[src/rtl/exp_pkg.sv]
// Shared types and format helpers for the FP multiplier exponent path.
package exp_pkg;

    typedef enum logic [2:0] {
        NORMAL    = 3'd0,
        DENORM    = 3'd1,
        UNDERFLOW = 3'd2,
        OVERFLOW  = 3'd3,
        ZERO      = 3'd4,
        INF       = 3'd5,
        NAN       = 3'd6
    } exp_class_t;

    function automatic int bias(input bit is_double);
        return is_double ? 1023 : 127;
    endfunction

    function automatic int exponent_w(input bit is_double);
        return is_double ? 11 : 8;
    endfunction

    function automatic int mantissa_w(input bit is_double);
        return is_double ? 52 : 23;
    endfunction

endpackage

[src/rtl/exp_adder_pipe_if.sv]
// Valid/ready bundle between operand capture, the exponent pipe and the mantissa stage.
interface exp_adder_pipe_if #(
    parameter bit IS_DOUBLE = 1'b0
);
    localparam int WIDTH      = IS_DOUBLE ? 64 : 32;
    localparam int EXPONENT_W = exp_pkg::exponent_w(IS_DOUBLE);
    localparam int MANTISSA_W = exp_pkg::mantissa_w(IS_DOUBLE);
    localparam int SHIFT_W    = $clog2(MANTISSA_W + 3);

    logic                    in_valid;
    logic                    in_ready;
    logic [WIDTH-1:0]        op1;
    logic [WIDTH-1:0]        op2;
    logic                    out_valid;
    logic                    out_ready;
    logic                    res_sign;
    logic [EXPONENT_W-1:0]   res_exp;
    logic [EXPONENT_W+1:0]   res_sum;
    logic [SHIFT_W-1:0]      res_shift;
    exp_pkg::exp_class_t     res_class;
    logic                    imprecise;

    modport master (
        output in_valid, op1, op2, out_ready,
        input  in_ready, out_valid, res_sign, res_exp, res_sum, res_shift, res_class, imprecise
    );

    modport slave (
        input  in_valid, op1, op2, out_ready,
        output in_ready, out_valid, res_sign, res_exp, res_sum, res_shift, res_class, imprecise
    );
endinterface

[src/rtl/exp_classify.sv]
// Stage-2 combinational classification of the widened signed exponent sum.
module exp_classify
    import exp_pkg::*;
#(
    parameter int EXPONENT_W = 8,
    parameter int MANTISSA_W = 23,
    parameter int SHIFT_W    = $clog2(MANTISSA_W + 3)
) (
    input  logic signed [EXPONENT_W+1:0] sum,
    output exp_class_t                   res_class,
    output logic [EXPONENT_W-1:0]        res_exp,
    output logic [SHIFT_W-1:0]           res_shift,
    output logic                         imprecise
);
    localparam int SUM_W = EXPONENT_W + 2;
    localparam logic signed [SUM_W-1:0] OVF_MIN   = SUM_W'((2 ** EXPONENT_W) - 1);
    localparam logic signed [SUM_W-1:0] ONE       = SUM_W'(1);
    localparam logic signed [SUM_W-1:0] DEN_MIN   = SUM_W'(-MANTISSA_W);
    localparam logic [SHIFT_W-1:0]      UFL_SHIFT = SHIFT_W'(MANTISSA_W + 2);

    always_comb begin
        res_class = NORMAL;
        res_exp   = '0;
        res_shift = '0;
        imprecise = 1'b0;
        if (sum >= OVF_MIN) begin
            res_class = OVERFLOW;
            res_exp   = '1;
        end else if (sum >= ONE) begin
            res_exp = sum[EXPONENT_W-1:0];
        end else if (sum >= DEN_MIN) begin
            res_class = DENORM;
            res_shift = SHIFT_W'(ONE - sum);
        end else begin
            res_class = UNDERFLOW;
            res_shift = UFL_SHIFT;
            imprecise = 1'b1;
        end
    end
endmodule

[src/rtl/exp_adder_pipe.sv]
// Two-stage valid/ready exponent pipe of the FP multiplier.
// Optional zero/Inf/NaN decode is enabled with `define EXP_ADD_SPECIALS_EN.
module exp_adder_pipe
    import exp_pkg::*;
#(
    parameter bit IS_DOUBLE = 1'b0
) (
    input logic              clk,
    input logic              rst_n,
    exp_adder_pipe_if.slave  bus
);
    localparam int WIDTH      = IS_DOUBLE ? 64 : 32;
    localparam int EXPONENT_W = exponent_w(IS_DOUBLE);
    localparam int MANTISSA_W = mantissa_w(IS_DOUBLE);
    localparam int SHIFT_W    = $clog2(MANTISSA_W + 3);
    localparam int SUM_W      = EXPONENT_W + 2;
    localparam int BIAS_V     = bias(IS_DOUBLE);

    logic adv1, adv2;
    logic v1, v2;

    logic [EXPONENT_W-1:0] e1_raw, e2_raw, e1_eff, e2_eff;
    logic                  special_in;
    exp_class_t            special_cls_in;

    logic                  s1_sign, s1_special;
    logic [EXPONENT_W-1:0] s1_e1, s1_e2;
    exp_class_t            s1_cls;

    assign adv2         = !v2 || bus.out_ready;
    assign adv1         = !v1 || adv2;
    assign bus.in_ready = adv1;

    assign e1_raw = bus.op1[WIDTH-2 -: EXPONENT_W];
    assign e2_raw = bus.op2[WIDTH-2 -: EXPONENT_W];
    // A zero exponent field is a denormal input whose effective exponent is 1.
    assign e1_eff = (e1_raw == '0) ? EXPONENT_W'(1) : e1_raw;
    assign e2_eff = (e2_raw == '0) ? EXPONENT_W'(1) : e2_raw;

`ifdef EXP_ADD_SPECIALS_EN
    logic nan1, nan2, inf1, inf2, zero1, zero2;
    logic frac1_nz, frac2_nz;

    assign frac1_nz = |bus.op1[MANTISSA_W-1:0];
    assign frac2_nz = |bus.op2[MANTISSA_W-1:0];
    assign nan1     = (e1_raw == '1) && frac1_nz;
    assign nan2     = (e2_raw == '1) && frac2_nz;
    assign inf1     = (e1_raw == '1) && !frac1_nz;
    assign inf2     = (e2_raw == '1) && !frac2_nz;
    assign zero1    = (e1_raw == '0) && !frac1_nz;
    assign zero2    = (e2_raw == '0) && !frac2_nz;

    always_comb begin
        special_in     = 1'b1;
        special_cls_in = ZERO;
        if (nan1 || nan2 || (inf1 && zero2) || (zero1 && inf2)) begin
            special_cls_in = NAN;
        end else if (inf1 || inf2) begin
            special_cls_in = INF;
        end else if (zero1 || zero2) begin
            special_cls_in = ZERO;
        end else begin
            special_in = 1'b0;
        end
    end
`else
    assign special_in     = 1'b0;
    assign special_cls_in = NORMAL;
`endif

    always_ff @(posedge clk or negedge rst_n) begin
        if (!rst_n) begin
            v1         <= 1'b0;
            s1_sign    <= 1'b0;
            s1_e1      <= '0;
            s1_e2      <= '0;
            s1_special <= 1'b0;
            s1_cls     <= NORMAL;
        end else if (adv1) begin
            v1         <= bus.in_valid;
            s1_sign    <= bus.op1[WIDTH-1] ^ bus.op2[WIDTH-1];
            s1_e1      <= e1_eff;
            s1_e2      <= e2_eff;
            s1_special <= special_in;
            s1_cls     <= special_cls_in;
        end
    end

    logic signed [SUM_W-1:0] sum;
    exp_class_t              arith_cls, cls_n;
    logic [EXPONENT_W-1:0]   arith_exp, exp_n;
    logic [SHIFT_W-1:0]      arith_shift, shift_n;
    logic                    arith_imp, imp_n;

    assign sum = $signed({2'b00, s1_e1}) + $signed({2'b00, s1_e2}) - $signed(SUM_W'(BIAS_V));

    exp_classify #(
        .EXPONENT_W (EXPONENT_W),
        .MANTISSA_W (MANTISSA_W),
        .SHIFT_W    (SHIFT_W)
    ) u_classify (
        .sum       (sum),
        .res_class (arith_cls),
        .res_exp   (arith_exp),
        .res_shift (arith_shift),
        .imprecise (arith_imp)
    );

    // Special operands override the arithmetic class; res_sum still reports the raw sum.
    always_comb begin
        cls_n   = arith_cls;
        exp_n   = arith_exp;
        shift_n = arith_shift;
        imp_n   = arith_imp;
        if (s1_special) begin
            cls_n   = s1_cls;
            exp_n   = (s1_cls == ZERO) ? '0 : '1;
            shift_n = '0;
            imp_n   = 1'b0;
        end
    end

    always_ff @(posedge clk or negedge rst_n) begin
        if (!rst_n) begin
            v2            <= 1'b0;
            bus.res_sign  <= 1'b0;
            bus.res_exp   <= '0;
            bus.res_sum   <= '0;
            bus.res_shift <= '0;
            bus.res_class <= NORMAL;
            bus.imprecise <= 1'b0;
        end else if (adv2) begin
            v2            <= v1;
            bus.res_sign  <= s1_sign;
            bus.res_exp   <= exp_n;
            bus.res_sum   <= sum;
            bus.res_shift <= shift_n;
            bus.res_class <= cls_n;
            bus.imprecise <= imp_n;
        end
    end

    assign bus.out_valid = v2;
endmodule

[src/flat_wrapper.sv]
// flat-port wrapper written by rule: the top's interface ports become plain ports
module exp_adder_pipe_flat import exp_pkg::*;
#(
    parameter bit IS_DOUBLE = 1'b0
)
  (clk, rst_n, bus_in_valid, bus_op1, bus_op2, bus_out_ready, bus_in_ready, bus_out_valid, bus_res_sign, bus_res_exp, bus_res_sum, bus_res_shift, bus_res_class, bus_imprecise);
  exp_adder_pipe_if #(.IS_DOUBLE(IS_DOUBLE)) bus_i ();
  input logic clk;
  input logic rst_n;
  input wire logic [$bits(bus_i.in_valid)-1:0] bus_in_valid;
  input wire logic [$bits(bus_i.op1)-1:0] bus_op1;
  input wire logic [$bits(bus_i.op2)-1:0] bus_op2;
  input wire logic [$bits(bus_i.out_ready)-1:0] bus_out_ready;
  output wire logic [$bits(bus_i.in_ready)-1:0] bus_in_ready;
  output wire logic [$bits(bus_i.out_valid)-1:0] bus_out_valid;
  output wire logic [$bits(bus_i.res_sign)-1:0] bus_res_sign;
  output wire logic [$bits(bus_i.res_exp)-1:0] bus_res_exp;
  output wire logic [$bits(bus_i.res_sum)-1:0] bus_res_sum;
  output wire logic [$bits(bus_i.res_shift)-1:0] bus_res_shift;
  output wire logic [$bits(bus_i.res_class)-1:0] bus_res_class;
  output wire logic [$bits(bus_i.imprecise)-1:0] bus_imprecise;
  assign bus_i.in_valid = bus_in_valid;
  assign bus_i.op1 = bus_op1;
  assign bus_i.op2 = bus_op2;
  assign bus_i.out_ready = bus_out_ready;
  assign bus_in_ready = bus_i.in_ready;
  assign bus_out_valid = bus_i.out_valid;
  assign bus_res_sign = bus_i.res_sign;
  assign bus_res_exp = bus_i.res_exp;
  assign bus_res_sum = bus_i.res_sum;
  assign bus_res_shift = bus_i.res_shift;
  assign bus_res_class = bus_i.res_class;
  assign bus_imprecise = bus_i.imprecise;
  exp_adder_pipe #(.IS_DOUBLE(IS_DOUBLE)) u_core (.clk(clk), .rst_n(rst_n), .bus(bus_i));
endmodule
[config.mk]
export PLATFORM = sky130hd
export DESIGN_NAME = exp_adder_pipe_flat
export DESIGN_NICKNAME = d
export VERILOG_FILES = /design/src/rtl/exp_pkg.sv /design/src/rtl/exp_adder_pipe_if.sv /design/src/rtl/exp_classify.sv /design/src/rtl/exp_adder_pipe.sv /design/src/flat_wrapper.sv
export SDC_FILE = /design/constraint.sdc
export NUM_CORES = 1
export LEC_CHECK = 0
export ABC_AREA = 1
export CAP_MARGIN = 10
export CORE_ASPECT_RATIO = 0.8
export CORE_MARGIN = 8
export CORE_UTILIZATION = 25
export DETAILED_ROUTE_END_ITERATION = 12
export MAX_ROUTING_LAYER = met4
export PLACE_DENSITY_LB_ADDON = 0.12
export SLEW_MARGIN = 5
export SYNTH_ARGS = -nofsm -noshare
export SYNTH_HDL_FRONTEND = slang
export SYNTH_HIERARCHICAL = 1
export SYNTH_SLANG_ARGS = --single-unit
[constraint.sdc]
create_clock -name clk -period 3.6 [get_ports clk]
set_input_delay 0.72 -clock clk [delete_from_list [all_inputs] [get_ports clk]]
set_output_delay 0.72 -clock clk [all_outputs]
set_load 0.02 [all_outputs]
==> impl_metrics.tcl <==
set metrics [dict create \
    status "completed" \
    rr_startpoint "u_core/s1_e1[1]" \
    cts_resized 0 \
    max-cap-violations 0 \
    hold_violations 0 \
    grt.total_usage 0.09906 \
    avgSynthCellArea_um2 7.699 \
    n_antenna_cell 0 \
    postCtsSetupBuffers 0 \
    initial_utilization 0.2528 \
    first_iter_violations 66 \
    hold_path_class "primary input to asynchronous set/reset pin" \
    nNetsFinal 488 \
    die_w_um 132.4 \
    clock-root-buffer "clkbuf_16" \
    postRouteAntennaNets 0 \
    tritoncts "yes" \
    rows 34 \
    h-tree-depth 2 \
    ys_types 31 \
    design.die.area_um2 14450 \
    hpwl_um 4866 \
    final_cells 548 \
    wl_um 6517 \
    crit_fanout 13 \
    fin_skew_ns 0.004723 \
    slew_violations 0 \
    remaining_drc_errors 0 \
    grt_pass1_wl_um 11410 \
    grt_max_degree 48 \
    finalSetupViolations 0 \
    layout_min_cycle_time_ns 2.931 \
    powerDensity_nw_per_um2 655.6 \
    syn-instance-count 352 \
    combPwrFrac 0.445 \
    coreArea_um2 10720 \
    fin_ws_ns 0.6695 \
    dp.cells 539 \
    finalCritPeriodShare 0.8140 \
    io_buffers 51 \
    fin_tns_setup_ns 0 \
    required_ns 2.88 \
    final_common_cell "nand2_1" \
    worst-setup-path-type "primary input to primary output" \
    ys_warn_count 6 \
    rsz0062_at_grt "false" \
    cp-startpoint "bus_out_ready" \
    end_kind "primary output" \
    post-route-cell-area_um2 3506 \
    gp_congestion 0.7941 \
    cts.sinks 47 \
    internal_power_mw 1.429 \
    die_y_um 109.1 \
    cp.arrival_ns 2.21 \
    p_leak_nw 1.825 \
    syn-num-nets 437 \
    grt_antenna_before_repair 0 \
    clkPwrFrac 0.238 \
    worstMarginPinSlew_ns 0.6506 \
    postPlaceCellArea_um2 3312 \
    clk_pin_slew_ns 0.07 \
    synth_seq_area_share 0.4340 \
    drive_gt1_frac 0.07178 \
    max_slew_margin 0.5648 \
    fmax_mhz 341.2 \
    first_pass_iters 4 \
    seqPwrFrac 0.317 \
    grt_pass1_vias 2402 \
    netSwitchingPower_mw 0.8699 \
    cts_max_path_buffers 2 \
    startpoint_type "primary input" \
    routed_via_density 4.044 \
    syn2layout_area_growth_pct 29.36 \
    synth_area_um2 2710 \
    layout.cells.most_common_list "nand2_1, clkdlybuf4s50_1, dfrtp_1, inv_1, nor2_1" \
    ys_seq_elements 47 \
    switching_share 0.3785 \
    gr-total-overflow 0 \
    dp_slack_ns 0.6467 \
    clock_latency_ns 0.28 \
    numCtsBuffers 5 \
    ios 98 \
    final_util 0.3270 \
    vias 2216 \
    holdBufCountCts 0 \
    vdd_ir_drop_max_mv 0.2359 \
    routedWlPerCell_um 11.89 \
]
[registers in the layout (all words and copies together) (netlist names)]
signal / flops
u_core/s1_e1: 8
u_core/v1: 1
u_core/s1_e2: 8
u_core/bus.res_sum: 10
u_core/bus.res_sign: 1
u_core/bus.res_shift: 5
u_core/bus.res_class: 3
u_core/bus.res_exp: 8
u_core/s1_sign: 1
u_core/bus.out_valid: 1
u_core/bus.imprecise: 1
[stage by stage]
stage | hold WS (ns) | power, mW
final | 0.4218 | 2.298
after global routing | 0.4630 | 2.490
after CTS | 0.4783 | 2.336
after detailed placement | 0.4613 | 1.777
after global placement | 0.4552 | 1.773
after floorplan | 0.4244 | 1.387
[final timing paths]
path	endpoint	slack, ns	cells past startpoint
worst max-delay path	bus_in_ready	0.67	5
worst min-delay path	u_core/bus.res_exp[4]	0.42	1
worst max register to register	u_core/bus.res_exp[7]	0.71	15
worst min register to register	u_core/bus.res_exp[5]	0.47	2
max in group asynchronous	u_core/s1_e1[1]	2.64	2
min in group clk	u_core/bus.res_exp[5]	0.47	2
[Yosys cell counts]
| cell type | n | area [um2] |
|---|---|---|
| a21oi_1 | 4 | 20.02 |
| xnor2_1 | 1 | 8.760 |
| nand2_1 | 154 | 578.1 |
| o21ai_2 | 2 | 17.52 |
| conb_1 | 1 | 3.750 |
| a21boi_0 | 1 | 7.510 |
| nand3_2 | 1 | 10.01 |
| fa_1 | 1 | 20.02 |
| or2_1 | 1 | 6.260 |
| o21ai_4 | 1 | 16.27 |
| buf_2 | 1 | 5.000 |
| or2_4 | 1 | 8.760 |
| o21ai_0 | 10 | 50.05 |
| nor3_1 | 2 | 10.01 |
| a31oi_1 | 1 | 6.260 |
| ha_1 | 16 | 200.2 |
| dfrtp_1 | 47 | 1176 |
| inv_2 | 2 | 7.510 |
| buf_4 | 3 | 22.52 |
| nor2_2 | 4 | 25.02 |
| nand3b_1 | 2 | 15.01 |
| xor2_1 | 5 | 43.79 |
| nand4_1 | 2 | 12.51 |
| nor2_8 | 1 | 20.02 |
| nand3_1 | 15 | 75.07 |
| nand2_2 | 3 | 18.77 |
| nor2_1 | 22 | 82.58 |
| buf_6 | 7 | 78.83 |
| or2_2 | 1 | 6.260 |
| and2_1 | 3 | 18.77 |
| inv_1 | 37 | 138.9 |
[layout make-up]
class / instances / area [um2]
multi-input combinational: 255 / 1281
clock inverter: 2 / 35.03
timing repair buffer: 55 / 548.0
inverter: 39 / 146.4
fill: 1197 / 7214
clock buffer: 6 / 138.9
tap: 144 / 180.2
sequential: 47 / 1176
[metal layers]
metal	vias up	GRT usage	routed length, um
li1	1173	-	-
met1	998	0.1312	3505
met2	43	0.1501	2686
met3	2	0.02440	275
met4	0	0.02183	49
met5	-	-	0
[cell families after synthesis]
family | Yosys count | share of synthesized area
adders and majority gates | 17 | 0.08126
DFF | 47 | 0.4340
buffers and inverters | 50 | 0.09326
other | 1 | 0.001384
xor gates and xnor gates | 6 | 0.01939
AOI/OAI and AO/OA | 19 | 0.04340
and+or+nand+nor | 212 | 0.3273
[worst max-delay path: stages]
cell	delay, ns
clkdlybuf4s50_1	0.45
or2_4	0.15
nor2_8	0.03
inv_2	0.20
clkdlybuf4s50_1	0.65
[power groups by stage]
stage | clock network [mW] | logic, mW | registers, mW
6_report | 0.547 | 1.02 | 0.728
5_1_grt | 0.583 | 1.16 | 0.746
4_1_cts | 0.564 | 1.04 | 0.731
3_5_place_dp | 0 | 1.04 | 0.740
3_3_place_gp | 0 | 1.03 | 0.739
2_1_floorplan | 0 | 0.521 | 0.866
Power figures use the tool's default switching activity.
